<file path="config.mk">
export PLATFORM = sky130hd
export DESIGN_NAME = serial_adder
export DESIGN_NICKNAME = d
export VERILOG_FILES = /design/src/rtl/serial_adder.sv
export SDC_FILE = /design/constraint.sdc
export NUM_CORES = 1
export LEC_CHECK = 0
export ABC_AREA = 1
export BUFFER_PORTS_ARGS = -buffer_cell sky130_fd_sc_hd__clkbuf_2
export CAP_MARGIN = 20
export CORE_UTILIZATION = 40
export DETAILED_ROUTE_END_ITERATION = 10
export PLACE_DENSITY = 0.59
export SLEW_MARGIN = 20
export SYNTH_ARGS = -nofsm -noshare
export SYNTH_HDL_FRONTEND = slang
export SYNTH_SLANG_ARGS = --single-unit
</file>
<file path="constraint.sdc">
create_clock -name clk -period 2.3 [get_ports clk]
set_clock_uncertainty 0.05 [all_clocks]
set_input_delay 0.345 -clock clk [delete_from_list [all_inputs] [get_ports clk]]
set_output_delay 0.345 -clock clk [all_outputs]
set_load 0.02 [all_outputs]
</file>
<file path="src/rtl/serial_adder.sv">
// Bit-serial adder: one full-adder cell plus a carry flop, LSB first, WIDTH clocks per add.
// Optional signed-overflow output is enabled by defining SERIAL_ADDER_OVF_EN.
module serial_adder #(
  parameter int unsigned WIDTH = 8
) (
  input  logic             clk,
  input  logic             rst_n,
  input  logic             start,
  input  logic [WIDTH-1:0] a,
  input  logic [WIDTH-1:0] b,
  input  logic             cin,
  output logic             busy,
  output logic             done,
  output logic [WIDTH-1:0] sum,
  output logic             cout
`ifdef SERIAL_ADDER_OVF_EN
  ,
  output logic             ovf
`endif
);

  localparam int unsigned CntW = (WIDTH > 1) ? $clog2(WIDTH) : 1;
  localparam logic [CntW-1:0] CntLast = CntW'(WIDTH - 1);

  typedef enum logic [1:0] {StIdle, StShift, StDone} state_e;

  state_e           state_q, state_d;
  logic [WIDTH-1:0] a_q, a_d, b_q, b_d;
  logic [WIDTH-1:0] acc_q, acc_d;
  logic [WIDTH-1:0] sum_q, sum_d;
  logic             carry_q, carry_d;
  logic             cout_q, cout_d;
  logic [CntW-1:0]  cnt_q, cnt_d;
  logic             s, c;
`ifdef SERIAL_ADDER_OVF_EN
  logic             ovf_q, ovf_d;
`endif

  assign s = a_q[0] ^ b_q[0] ^ carry_q;
  assign c = (a_q[0] & b_q[0]) | (carry_q & (a_q[0] ^ b_q[0]));

  always_comb begin
    state_d = state_q;
    a_d     = a_q;
    b_d     = b_q;
    acc_d   = acc_q;
    sum_d   = sum_q;
    carry_d = carry_q;
    cout_d  = cout_q;
    cnt_d   = cnt_q;
`ifdef SERIAL_ADDER_OVF_EN
    ovf_d   = ovf_q;
`endif
    unique case (state_q)
      StIdle, StDone: begin
        if (start) begin
          a_d     = a;
          b_d     = b;
          carry_d = cin;
          acc_d   = '0;
          cnt_d   = '0;
          state_d = StShift;
        end else begin
          state_d = StIdle;
        end
      end
      StShift: begin
        carry_d = c;
        a_d     = a_q >> 1;
        b_d     = b_q >> 1;
        acc_d   = {s, acc_q[WIDTH-1:1]};
        if (cnt_q == CntLast) begin
          // Output regs change only here, so sum/cout hold the old result while shifting.
          sum_d   = {s, acc_q[WIDTH-1:1]};
          cout_d  = c;
`ifdef SERIAL_ADDER_OVF_EN
          // carry_q is the carry into the MSB during this last shift.
          ovf_d   = carry_q ^ c;
`endif
          state_d = StDone;
        end else begin
          cnt_d   = cnt_q + 1'b1;
        end
      end
      default: state_d = StIdle;
    endcase
  end

  always_ff @(posedge clk or negedge rst_n) begin
    if (!rst_n) begin
      state_q <= StIdle;
      a_q     <= '0;
      b_q     <= '0;
      acc_q   <= '0;
      sum_q   <= '0;
      carry_q <= 1'b0;
      cout_q  <= 1'b0;
      cnt_q   <= '0;
    end else begin
      state_q <= state_d;
      a_q     <= a_d;
      b_q     <= b_d;
      acc_q   <= acc_d;
      sum_q   <= sum_d;
      carry_q <= carry_d;
      cout_q  <= cout_d;
      cnt_q   <= cnt_d;
    end
  end

`ifdef SERIAL_ADDER_OVF_EN
  always_ff @(posedge clk or negedge rst_n) begin
    if (!rst_n) begin
      ovf_q <= 1'b0;
    end else begin
      ovf_q <= ovf_d;
    end
  end

  assign ovf = ovf_q;
`endif

  assign busy = (state_q == StShift);
  assign done = (state_q == StDone);
  assign sum  = sum_q;
  assign cout = cout_q;

endmodule

</file>
==> impl_results.md <==
* Status: complete, no violations
* Largest net degree at the start of global routing at 26
* Slew Limit Fails at 0
* Die Ht at approximately 71 um
* Kind of critical path: flip-flop to primary output
* Hold wc startpoint: b[7]
* H-Tree Depth at 2
* Top cells by area, synth: dfrtp_1 50%, nand2_1 14%, nand3_1 8.7%
* Pre-antenna DRT Iters at 7
* Period Utilization, post-route at 73.53%
* Synth Register Bits at 38
* P&R area growth vs syn at 14.27%
* Worst Hold Depth at 3
* CTS clock-pin slew for the worst setup and hold paths at about 0.07 ns
* Switching Fraction at between 40% and 50%
* Max FO, Critical Path at 17
* Synth Instances at between 200 and 250
* Static Leak at 1.242 nW
* First-pass GRT wire length at just over 6000 um
* Commonest non-fill, non-tap cells in the layout: 72 x nand2_1, 41 x inv_1, 38 x dfrtp_1
* RSZ-0062 raised after global routing: false
* Via count at approximately 1400
* Synth unique cells at 19
* Mapped cell area at 0.001894 mm2
* Pwr per Cell Area at around 1400 mW/mm2
* Hold Path End: b_q[7]$_DFFE_PN0P_
* Most common cell after layout, fill and taps aside: nand2_1
* Starting Density at a little over two fifths
* Reg2reg start: state_q[1]$_DFFE_PN0P_
* Max-slew headroom at roughly four fifths
* CTS buffer count at 5
* WL met3 at around 130 um
* Worst hold margin at approximately 0.21 ns
* Clock Path Buffers at 2
* Post-synth top area share at around half
* Layout cells sized above 1 at 23.83%
* Sink Count at 38
* Register-to-register setup slack at 0.71 ns
* Setup Fix Bufs, Post-CTS at 0
* Initial antenna violation count at 0
* Worst vdd ir at between 0.5 and 0.6 mV
* Arr. time, crit path at between 1 and 1.5 ns
* DR top layer: met4
* GP Congestion at between 0.7 and 0.8
* Logic gate share of total power at between 40 and 50%
* Avg Cell Area, Syn at about 8.5 um2
* Cell taking the most area after synthesis: dfrtp_1
* CP startpoint kind: flip-flop
* Clk pwr share at between 15 and 20%
* Ant diodes at 0
* DRT iter0 DRCs at 52
* Io pins at 31
* Vias/cell at between 4 and 5
* Port bufs at 30
* Crit. End Element: primary output
* Routed WL at between 3000 and 4000 um
* # rows at 24
* Skew-Pair Late Insertion Delay at 0.30 ns
* DRC viols at 0
* Total negative slack at 0 ns
* P_sw at 1.311 mW
* Worst-Margin Slew at between 0.3 and 0.4 ns
* YS warnings at 0
* DR WL met2 at between 1500 and 2000 um
* R2R Path End: a_q[2]$_DFFE_PN0P_
* Utilization after layout at 48.71%
* Grt total ovfl at 0
* Die ar. at around 0.0050 mm2
* WP data required at around 1.9 ns
* GRT Util Overall at between 15 and 20%
* Final min period at around 1.7 ns
* Core ar. at 0.004444 mm2
* Vias in the first global route at between 1000 and 1500
* Max-Cap Viols at 0
* Wire length on met1 at 1659 um
* Final net count at ~280
* Die X-Extent at 70.82 um
* Register area share after synthesis at between 50% and 60%
* Syn Nets at 245
* R2r worst-path depth at 6
* HPWL after DPL at about 2400 um
* Detail Route Antenna Nets at 0
* Final instance area at about 0.0022 mm2
* Internal at roughly 1.7 mW
* CTS tree: yes
* Hold Vio Cnt, Final at 0
* Worst min-delay path category: input pin to flip-flop
* Cell Area, Placed at 0.002063 mm2
* Clock Tree Root: clkbuf_8
* Maximum clock rate at about 600 MHz
* Final setup violation count at 0
* Wire per inst at ~11 um
* Sequential share of power at about two fifths
cells by family after synthesis:
group | Yosys count | share of synthesized area [%]
compound gates | 17 | 7.067
simple gates | 112 | 27.48
buf+inv | 52 | 12.88
flops | 38 | 50.20
fa+ha+maj | 3 | 2.378
synth_stat cells:
cell type  number
nand3b_1        1
ha_1            2
dfrtp_1        38
clkinv_4        1
clkbuf_1        1
nand2_8         1
o21ai_2        13
nor2_1          1
nor2_8          1
nand3_1        33
fa_1            1
o21ai_0         4
buf_4           2
buf_2           1
nand2_1        72
inv_1          41
buf_6           4
inv_4           2
nand2_4         3
worst max-delay path, cell delays in order (launching register included):
cell,delay (ns)
dfrtp_1,0.47
buf_4,0.24
nor2_1,0.12
clkbuf_2,0.17
power groups by stage:
| stage | Sequential [mW] | Combinational, mW | Clock, mW |
|---|---|---|---|
| after floorplan | 1.23 | 1.11 | 0 |
| after global placement | 1.18 | 1.40 | 0 |
| after detailed placement | 1.18 | 1.42 | 0 |
| after CTS | 1.17 | 1.43 | 0.494 |
| after global routing | 1.21 | 1.63 | 0.516 |
| final | 1.17 | 1.40 | 0.478 |
per-layer routing:
metal,vias to the layer above,track usage (%)
met2,30,26.39
met3,8,4.274
li1,735,-
met4,0,8.000
met5,-,0
met1,657,19.38
worst max-delay path by stage:
| stage | startpoint | to | slack (ns) | depth (start not counted) |
|---|---|---|---|---|
| 2_1_floorplan | state_q[1]$_DFFE_PN0P_ | done | 0.88 | 3 |
| 3_3_place_gp | state_q[1]$_DFFE_PN0P_ | carry_q$_DFFE_PN0P_ | 0.74 | 6 |
| 3_5_place_dp | state_q[1]$_DFFE_PN0P_ | a_q[2]$_DFFE_PN0P_ | 0.71 | 6 |
| 4_1_cts | state_q[0]$_DFFE_PN0P_ | done | 0.59 | 3 |
| 5_1_grt | state_q[0]$_DFFE_PN0P_ | done | 0.54 | 3 |
| 6_report | state_q[0]$_DFFE_PN0P_ | done | 0.61 | 3 |
layout make-up:
class / count / area [um2]
Inverter: 44 / 175.2
Multi-Input combinational cell: 132 / 699.4
Clock buffer: 7 / 86.33
Clock inverter: 1 / 5.005
Tap cell: 52 / 65.06
Fill cell: 445 / 2280
Sequential cell: 38 / 950.9
Timing Repair Buffer: 34 / 182.7
registers in the layout, indices dropped and copies added (netlist names):
name,count
state_q,2
cout,1
b_q,8
acc_q,7
a_q,8
carry_q,1
cnt_q,3
sum,8
timing repair:
| action | CTS | global route |
|---|---|---|
| hold buffers | 1 | 0 |
| resized for setup | 0 | 0 |
| hold endpoints to repair | 5 | 0 |
stage by stage:
step / cells / setup WS [ns] / power [mW]
2_1_floorplan: 222 / 0.8783 / 2.337
3_3_place_gp: 299 / 0.7356 / 2.577
3_5_place_dp: 299 / 0.7065 / 2.600
4_1_cts: 308 / 0.5920 / 3.094
5_1_grt: 308 / 0.5352 / 3.353
6_report: 308 / 0.6089 / 3.046
Note: power is estimated with default switching activity, not from simulation.
